## config.mk

```make
export PLATFORM = sky130hd
export DESIGN_NAME = pipemem_arbiter
export DESIGN_NICKNAME = d
export VERILOG_FILES = /design/src/rtl/pipemem_arbiter_pkg.sv /design/src/rtl/pipemem_timer.sv /design/src/rtl/pipemem_arbiter.sv
export SDC_FILE = /design/constraint.sdc
export NUM_CORES = 1
export LEC_CHECK = 0
export BUFFER_PORTS_ARGS = -buffer_cell sky130_fd_sc_hd__buf_2
export CORE_ASPECT_RATIO = 1.5
export CORE_MARGIN = 1
export CORE_UTILIZATION = 30
export CTS_CLUSTER_SIZE = 28
export DETAILED_ROUTE_END_ITERATION = 10
export PLACE_DENSITY = 0.64
export SYNTH_ARGS = -nofsm -noshare
export SYNTH_HDL_FRONTEND = slang
export SYNTH_SLANG_ARGS = --single-unit
```

## constraint.sdc

```tcl
create_clock -name clock -period 5.25 [get_ports clock]
set_input_delay 0.7875 -clock clock [delete_from_list [all_inputs] [get_ports clock]]
set_output_delay 0.7875 -clock clock [all_outputs]
set_load 0.005 [all_outputs]
```

## src/rtl/pipemem_arbiter_pkg.sv

```systemverilog
// Shared constants for the IF/MEM unified-memory arbiter.
package pipemem_arbiter_pkg;

    // Arbiter FSM state encoding.
    localparam logic [1:0] ST_IDLE  = 2'd0;
    localparam logic [1:0] ST_IBUSY = 2'd1;
    localparam logic [1:0] ST_DBUSY = 2'd2;

    // Value loaded into the read-data register of a requester whose access timed out.
    localparam logic [31:0] TIMEOUT_FILL = 32'h0;

endpackage

```

## src/rtl/pipemem_timer.sv

```systemverilog
// Loadable down-counter that flags the cycle in which a memory access has
// waited its full budget without an acknowledge.
module pipemem_timer
#(
    parameter int CNT_W = 8
) (
    input  logic             clock,
    input  logic             resetn,
    input  logic             load,
    input  logic [CNT_W-1:0] load_val,
    input  logic             dec,
    output logic             expire
);

    logic [CNT_W-1:0] cnt;

    // Expire on the last permitted waiting cycle, so the abort edge is the
    // one ending the load_val-th busy cycle.
    assign expire = dec && (cnt == CNT_W'(1));

    // Reload on issue, count down once per busy cycle without acknowledge.
    always_ff @(posedge clock or negedge resetn) begin
        if (!resetn) begin
            cnt <= '0;
        end else if (load) begin
            cnt <= load_val;
        end else if (dec && (cnt != '0)) begin
            cnt <= cnt - CNT_W'(1);
        end
    end

endmodule

```

## src/rtl/pipemem_arbiter.sv

```systemverilog
// Arbiter sharing one single-port memory between instruction fetch and the
// MEM stage. One transaction at a time, data before fetch, and a global
// stall that drops once every active requester has its result.
module pipemem_arbiter
    import pipemem_arbiter_pkg::*;
#(
    parameter int ADDR_W  = 32,
    parameter int DATA_W  = 32,
    parameter int TIMEOUT = 255
) (
    input  logic              clock,
    input  logic              resetn,
    input  logic              ireq,
    input  logic [ADDR_W-1:0] iaddr,
    output logic [DATA_W-1:0] irdata,
    input  logic              dreq,
    input  logic              dwe,
    input  logic [ADDR_W-1:0] daddr,
    input  logic [DATA_W-1:0] dwdata,
    output logic [DATA_W-1:0] drdata,
    output logic              mem_stall,
    output logic              mreq,
    output logic              mwe,
    output logic [ADDR_W-1:0] maddr,
    output logic [DATA_W-1:0] mwdata,
    input  logic [DATA_W-1:0] mrdata,
    input  logic              mack,
    output logic              bus_err
);

    localparam int CNT_W = $clog2(TIMEOUT + 1);

    logic [1:0] state;
    logic       idone;
    logic       ddone;
    logic       stall_raw;
    logic       busy;
    logic       issue;
    logic       tmr_dec;
    logic       tmr_expire;

    assign stall_raw = (ireq & ~idone) | (dreq & ~ddone);
    // Held low during reset so the pipeline is not frozen by a cleared done flag.
    assign mem_stall = resetn & stall_raw;
    assign busy      = (state != ST_IDLE);
    // In IDLE a stall always means some requester still needs an access.
    assign issue     = (state == ST_IDLE) & stall_raw;
    assign tmr_dec   = busy & ~mack;

    pipemem_timer #(
        .CNT_W    (CNT_W)
    ) u_timer (
        .clock    (clock),
        .resetn   (resetn),
        .load     (issue),
        .load_val (CNT_W'(TIMEOUT)),
        .dec      (tmr_dec),
        .expire   (tmr_expire)
    );

    // Issue/complete FSM, memory port registers, result registers and done flags.
    always_ff @(posedge clock or negedge resetn) begin
        if (!resetn) begin
            state   <= ST_IDLE;
            mreq    <= 1'b0;
            mwe     <= 1'b0;
            maddr   <= '0;
            mwdata  <= '0;
            irdata  <= '0;
            drdata  <= '0;
            bus_err <= 1'b0;
            idone   <= 1'b0;
            ddone   <= 1'b0;
        end else begin
            // Advance edge: the pipeline moves on, results are consumed.
            if (!stall_raw) begin
                idone <= 1'b0;
                ddone <= 1'b0;
            end
            case (state)
                ST_IDLE: begin
                    if (dreq && !ddone) begin
                        // The MEM-stage instruction is older, so it goes first.
                        state  <= ST_DBUSY;
                        mreq   <= 1'b1;
                        mwe    <= dwe;
                        maddr  <= daddr;
                        mwdata <= dwdata;
                    end else if (ireq && !idone) begin
                        state <= ST_IBUSY;
                        mreq  <= 1'b1;
                        mwe   <= 1'b0;
                        maddr <= iaddr;
                    end
                end
                ST_IBUSY: begin
                    if (mack) begin
                        state  <= ST_IDLE;
                        mreq   <= 1'b0;
                        irdata <= mrdata;
                        // A fetch abandoned mid-flight still latches but is not marked done.
                        idone  <= ireq;
                    end else if (tmr_expire) begin
                        state   <= ST_IDLE;
                        mreq    <= 1'b0;
                        irdata  <= DATA_W'(TIMEOUT_FILL);
                        idone   <= 1'b1;
                        bus_err <= 1'b1;
                    end
                end
                ST_DBUSY: begin
                    if (mack) begin
                        state <= ST_IDLE;
                        mreq  <= 1'b0;
                        ddone <= dreq;
                        if (!mwe) begin
                            drdata <= mrdata;
                        end
                    end else if (tmr_expire) begin
                        state   <= ST_IDLE;
                        mreq    <= 1'b0;
                        ddone   <= 1'b1;
                        bus_err <= 1'b1;
                        if (!mwe) begin
                            drdata <= DATA_W'(TIMEOUT_FILL);
                        end
                    end
                end
                default: begin
                    state <= ST_IDLE;
                    mreq  <= 1'b0;
                end
            endcase
        end
    end

endmodule

```

Yosys cells after proc, flatten, opt, wreduce, memory -nomap -nowiden
Index checks and enable logic that the tools add are counted.

Bits in registers: 143. Bits in latches: 0. RAM bits: 0. Memory bits (read-only): 0. Input bits: 134. Output and inout port bits: 132. Memories kept: 0.

$add $sub $neg: 1. Multiply operators: 0. Divide/modulo/power cells: 0. Magnitude comparators: 0. Eq/ne operators: 7. Shift operators: 0. Muxes and demuxes: 30. Bitwise gates (word level): 9. Reduce and logical (&&, ||, !) cells: 19.

Operators by type and width (count): two-way mux 32 bit (8); two-way mux 8 bit (2); two-way mux 1 bit (14); equality test 8 x 1 -> 1 bit, second input constant (1); two-way mux 2 bit (4); AND reduction 2 bit (4); nonzero test 2 bit (4); nonzero test 8 bit (1); subtractor 8 x 1 -> 8 bit, second input constant (1); != test 3 x 1 -> 1 bit, second input constant (2); bitwise AND 1 bit (5); logical AND 1 bit (4); != test 2 bit, second input constant (2); case mux 2 bit (2 select lines) (1); AND reduction 4 bit (1); NOT 1 bit (3); AND reduction 3 bit (1); equality test 2 x 1 -> 1 bit, second input constant (1); equality test 2 bit, second input constant (1); logical NOT 1 bit (2); logical NOT 2 bit (1); case mux 1 bit (2 select lines) (1); OR reduction 2 bit (1); bitwise OR 1 bit (1).

Longest topological paths before layout
Depth after elaboration: 7. Mapped depth: 7. Gate-level depth less buffers: 6.

Modules after synthesis
From an unflattened synthesis, not the netlist that was laid out.

Cells, all modules: 494. Area total of the unflattened synthesis: 6328.6 um^2.

By module, submodules not included: pipemem_arbiter (instances 1, cells an instance 430, area an instance 5758.0 um^2, sequential area each 3378.2 um^2); pipemem_timer (instances 1, cells an instance 64, area an instance 570.5 um^2, sequential area each 200.2 um^2).

Least setup slack after synthesis
No wires, ideal clock.

Path kind: input port to output port. Start: input port dreq. End: output port mem_stall. Arrival time: 1.248 ns. Path slack: 3.215 ns. Stages on the path: 3. Path buffers: 1. Cells stage by stage: nor2b_1 > clkbuf_1 > o21a_1.

Longest elaborated chain between the ends: 3.

Ends and longest elaborated chain: start: declaration (line pipemem_arbiter.sv:16) `input logic dreq,`; bitwise AND 1 bit (line pipemem_arbiter.sv:42) `assign stall_raw = (ireq & ~idone) | (dreq & ~ddone);`; bitwise OR 1 bit (line pipemem_arbiter.sv:42); bitwise AND 1 bit (line pipemem_arbiter.sv:44) `assign mem_stall = resetn & stall_raw;`; end: declaration (line pipemem_arbiter.sv:21) `output logic mem_stall,`.

Every way passes these cells.

Worst setup path in the final report
Same ends and word-level chain as after synthesis.

==> results by stage <==
Drt:
- The first detailed-routing pass ran for 4 iterations.
- The post-route antenna net violation count is 0.
- For this block, the routed nets add up to roughly 15,000 um of wire.
- The detailed router finished its first iteration with between 200 and 250 violations.
- The routed wire length per instance is roughly 15 um.
- The overall via count from detail_route is roughly 4,500.
- The total DRC errors in the routed layout is 0.
- In the routed layout, each cell is associated on average with a via count of 4.647.

CTS:
- The number of buffers inserted by post-CTS setup repair is 0.
- The CTS tree is yes.
- The number of buffers inserted during clock tree synthesis is 17.
- The count of instances resized after the clock tree is built is 0.
- The tree built by TritonCTS fans out to between 100 and 150 sinks.
- The clock reaches the later pin of the worst-skew pair after around 0.41 ns.
- Hold repair after CTS inserted 0 buffers.
- In this run the clock root is driven by a clkbuf_16.
- The maximum clock insertion buffer count is 2.
- The clock tree synthesis step divided the H-tree into 4 levels.
- After clock tree synthesis, the clock-pin slew on the worst setup and hold paths is 0.06 ns.

Worst setup path:
- At the worst endpoint, the arrival time is approximately 1.7 ns.
- The cell class contributing the biggest share of worst-path delay is simple AND/OR/NAND/NOR gates.
- The worst setup path is launched from a primary input.
- For the worst flop-to-flop path, the logic depth is 6.
- The critical path goes through buf_2 -> nor2b_1 -> o21a_1 -> buf_2.
- STA classifies the critical path endpoint as an output port.
- For the worst setup path, the data required time is between 4 and 5 ns.
- The flop-to-flop setup slack is between 3 and 4 ns.
- Counting both buffers and inverters, the worst setup path holds a total of 2.
- The largest fanout of any net on the critical path is 7.
- The slowest stage of the critical path belongs to the cell nor2b_1.
- In this run the critical register-to-register path is captured at u_timer.cnt[4].
- The endpoint of the most critical setup path is mem_stall.
- By startpoint and endpoint, the worst setup path is classified as in2out.
- The most frequent cell on the critical path is buf_2.
- Tracing the worst setup path back leads to its startpoint at dreq.
- The biggest cell delay along the critical path is a little under 0.5 ns.
- The source of the worst register-to-register timing path is state[0].
- In this run the number of cells on the critical path is 4.

GRT:
- The pin count of the biggest net entering global routing is 77.
- The number of antenna violations at the first check in global routing was 1.
- For met3 alone, demand over resource in global routing was 0.04942.
- For this run, global-route usage on met2 was measured as 0.2593.
- The global-route usage over all layers is 0.1508.
- The first global-routing pass estimated roughly 23,000 um of wire.
- The via count of the first global-routing pass is between 4,000 and 5,000.
- In this run the most used layer during global routing was met2.
- Summed over all layers, the global routing overflow is 0.
- In the global route stage, met1 resource usage came out at 0.1717.

Placement:
- Detailed placement ended at an HPWL of ~11,000 um.
- Routability-driven placement finished with a final weighted congestion of around 0.76.
- The placed instance area is approximately 7400 sq um.
- The number of port buffers is between 200 and 300.

Timing:
- The max-slew violation count was 0.
- The post-route clock period utilization is 0.4778.
- Setup repair after global routing left no endpoint under its margin.
- On the final layout, the worst hold slack is approximately 0.38 ns.
- The highest attainable clock frequency is approximately 400 MHz.
- For the pin with the worst max-slew slack, the measured transition is 1.056 ns.
- The final setup skew is 0.008584 ns.
- After routing, the total negative slack on setup checks comes to 0 ns.
- Headroom to the max-slew limit came out at 0.2959.
- The time the worst path needs with I/O delays and setup is 2.508 ns.
- The hold violation total from the final report is 0.
- The final count of negative-setup-slack endpoints is 0.

Yosys:
- The unique cell type count in the Yosys netlist is 36.
- The number of warnings reported in the yosys synthesis log is 0.
- After synthesis the cells add up to between 5000 and 6000 sq um.
- Summed over all instances, the cell type with the most area after synthesis is dfrtp_1.
- The per-instance average area after synthesis is 12.99 sq um.
- The portion of synthesized cell area occupied by the leading cell type is 0.6177.
- The sequential fraction of the synthesis area is 0.6177.
- Counting every instance in the synthesized netlist gives between 400 and 500.
- The post-synthesis net count is 585.
- By area the synthesized netlist is led by dfrtp_1 62%, mux2i_1 6.2%, mux2_2 6.2%, a32o_1 5.7%, a22o_1 5.0%.
- The number of flip-flops and latches in the synthesized netlist is 143.

Cells and area:
- From synthesis to final layout, the design area changed by 36.85%.
- The most common cell after layout, fill and taps aside is buf_2.
- The total number of nets in the final design is 842.
- The fill cell total of the finished layout is around 1,900.
- After routing the design area is just under 8000 sq um.
- Of the cells placed in the final design, the portion with a size suffix greater than 1 is 0.4777.
- The library cells used most frequently in the layout, excluding fill and tap cells, are 264 x buf_2, 143 x dfrtp_1, 45 x nand2_1.

Floorplan:
- The y dimension of the die is around 170 um.
- The starting density of the core is 0.3098.
- The die is between 100 and 150 um wide.
- The core box area is between 15,000 and 20,000 sq um.
- The number of top-level pins is ~270.
- The placement row count is between 60 and 70.
- The area enclosed by the die boundary is slightly below 20,000 sq um.

Pwr:
- The power after layout is roughly 4600 uW.
- The worst-case IR drop observed on VDD is ~0.00021 V.
- In this run the static leakage power is 0.004041 uW.
- The power per unit of standard cell area is 578.0 nW/um^2.

Hold path:
- The path class of the tightest hold or removal check is in2async.

Status:
- The flow ran to the end, and the final reports show no timing, DRC or antenna violations.

Run:
- The number of violations of the max-capacitance limit is 0.
-- flip-flops by register name (all words and copies together), names as in the netlist --
signal and count:
bus_err 1, idone 1, drdata 32, mwe 1
irdata 32, mreq 1, ddone 1, mwdata 32
u_timer.cnt 8, state 2, maddr 32
-- cells in the mapped netlist (all sizes together) --
| library cell | count |
|---|---|
| nor2b | 5 |
| o21ai | 38 |
| a311oi | 1 |
| o22ai | 1 |
| a22o | 33 |
| nor4 | 1 |
| o21a | 1 |
| xnor2 | 1 |
| nand3 | 1 |
| buf | 12 |
| and2 | 2 |
| o211ai | 2 |
| a21oi | 4 |
| a41o | 1 |
| a32o | 33 |
| a31oi | 2 |
| clkbuf | 22 |
| a21boi | 1 |
| inv | 5 |
| or3b | 1 |
| nor3 | 4 |
| mux2 | 32 |
| o31ai | 2 |
| nor2 | 4 |
| nor4b | 1 |
| o311ai | 1 |
| nand2 | 45 |
| dfrtp | 143 |
| or3 | 2 |
| nand2b | 4 |
| mux2i | 36 |
| ha | 5 |
-- area by class of cell --
type	instances	area, sq um	area share
diodes	1	2.502	0.0003157
clock buffers	20	446.7	0.05634
clock inverters	12	110.1	0.01389
inverters	5	18.77	0.002367
multi-input cells	264	2071	0.2612
flip-flops and latches	143	3578	0.4514
well taps	252	315.3	0.03977
repair buffers	272	1385	0.1747
-- how the worst min path moves through the flow --
stage                         start          to  slack, ns  depth (start not counted)
after global routing         resetn  drdata[22]       0.40                          1
final                        resetn  drdata[22]       0.38                          1
after global placement    maddr[14]   maddr[14]       0.46                          2
after floorplan             bus_err     bus_err       0.46                          1
after detailed placement   maddr[5]    maddr[5]       0.47                          2
after CTS                    resetn  drdata[17]       0.37                          1
-- metrics by stage --
step,setup slack (ns),utilization,cells
detailed placement,2.751,0.3940,936
global route,2.647,0.4238,968
global placement,2.779,0.3940,936
finish,2.742,0.4240,969
floorplan,3.215,-,446
CTS,2.736,0.4238,968
-- report_power, final --
part	switching, uW	internal, uW
registers	261	1600
logic	754	829
clock network	468	665
-- routing by layer --
layer	routed length, um	share of wire	up-vias
met2	7431	0.51	182
li1	-	-	2167
met3	1081	0.074	10
met1	5894	0.40	2144
met4	193	0.013	0
met5	0	0	-
-- cell families (layout without fill, tap and decap cells) --
kind of cell	after synthesis	count (layout)	share of synthesized area
other	0	1	0
AO/OA/AOI/OAI	120	120	0.1603
AND/OR/NAND/NOR	70	70	0.05767
adder cells (fa/ha/maj)	5	5	0.01080
XOR/XNOR	1	1	0.001512
buffers and inverters	39	309	0.02765
multiplexers	68	68	0.1244
flip-flops	143	143	0.6177
No activity file was read; power rests on OpenSTA's default activity.
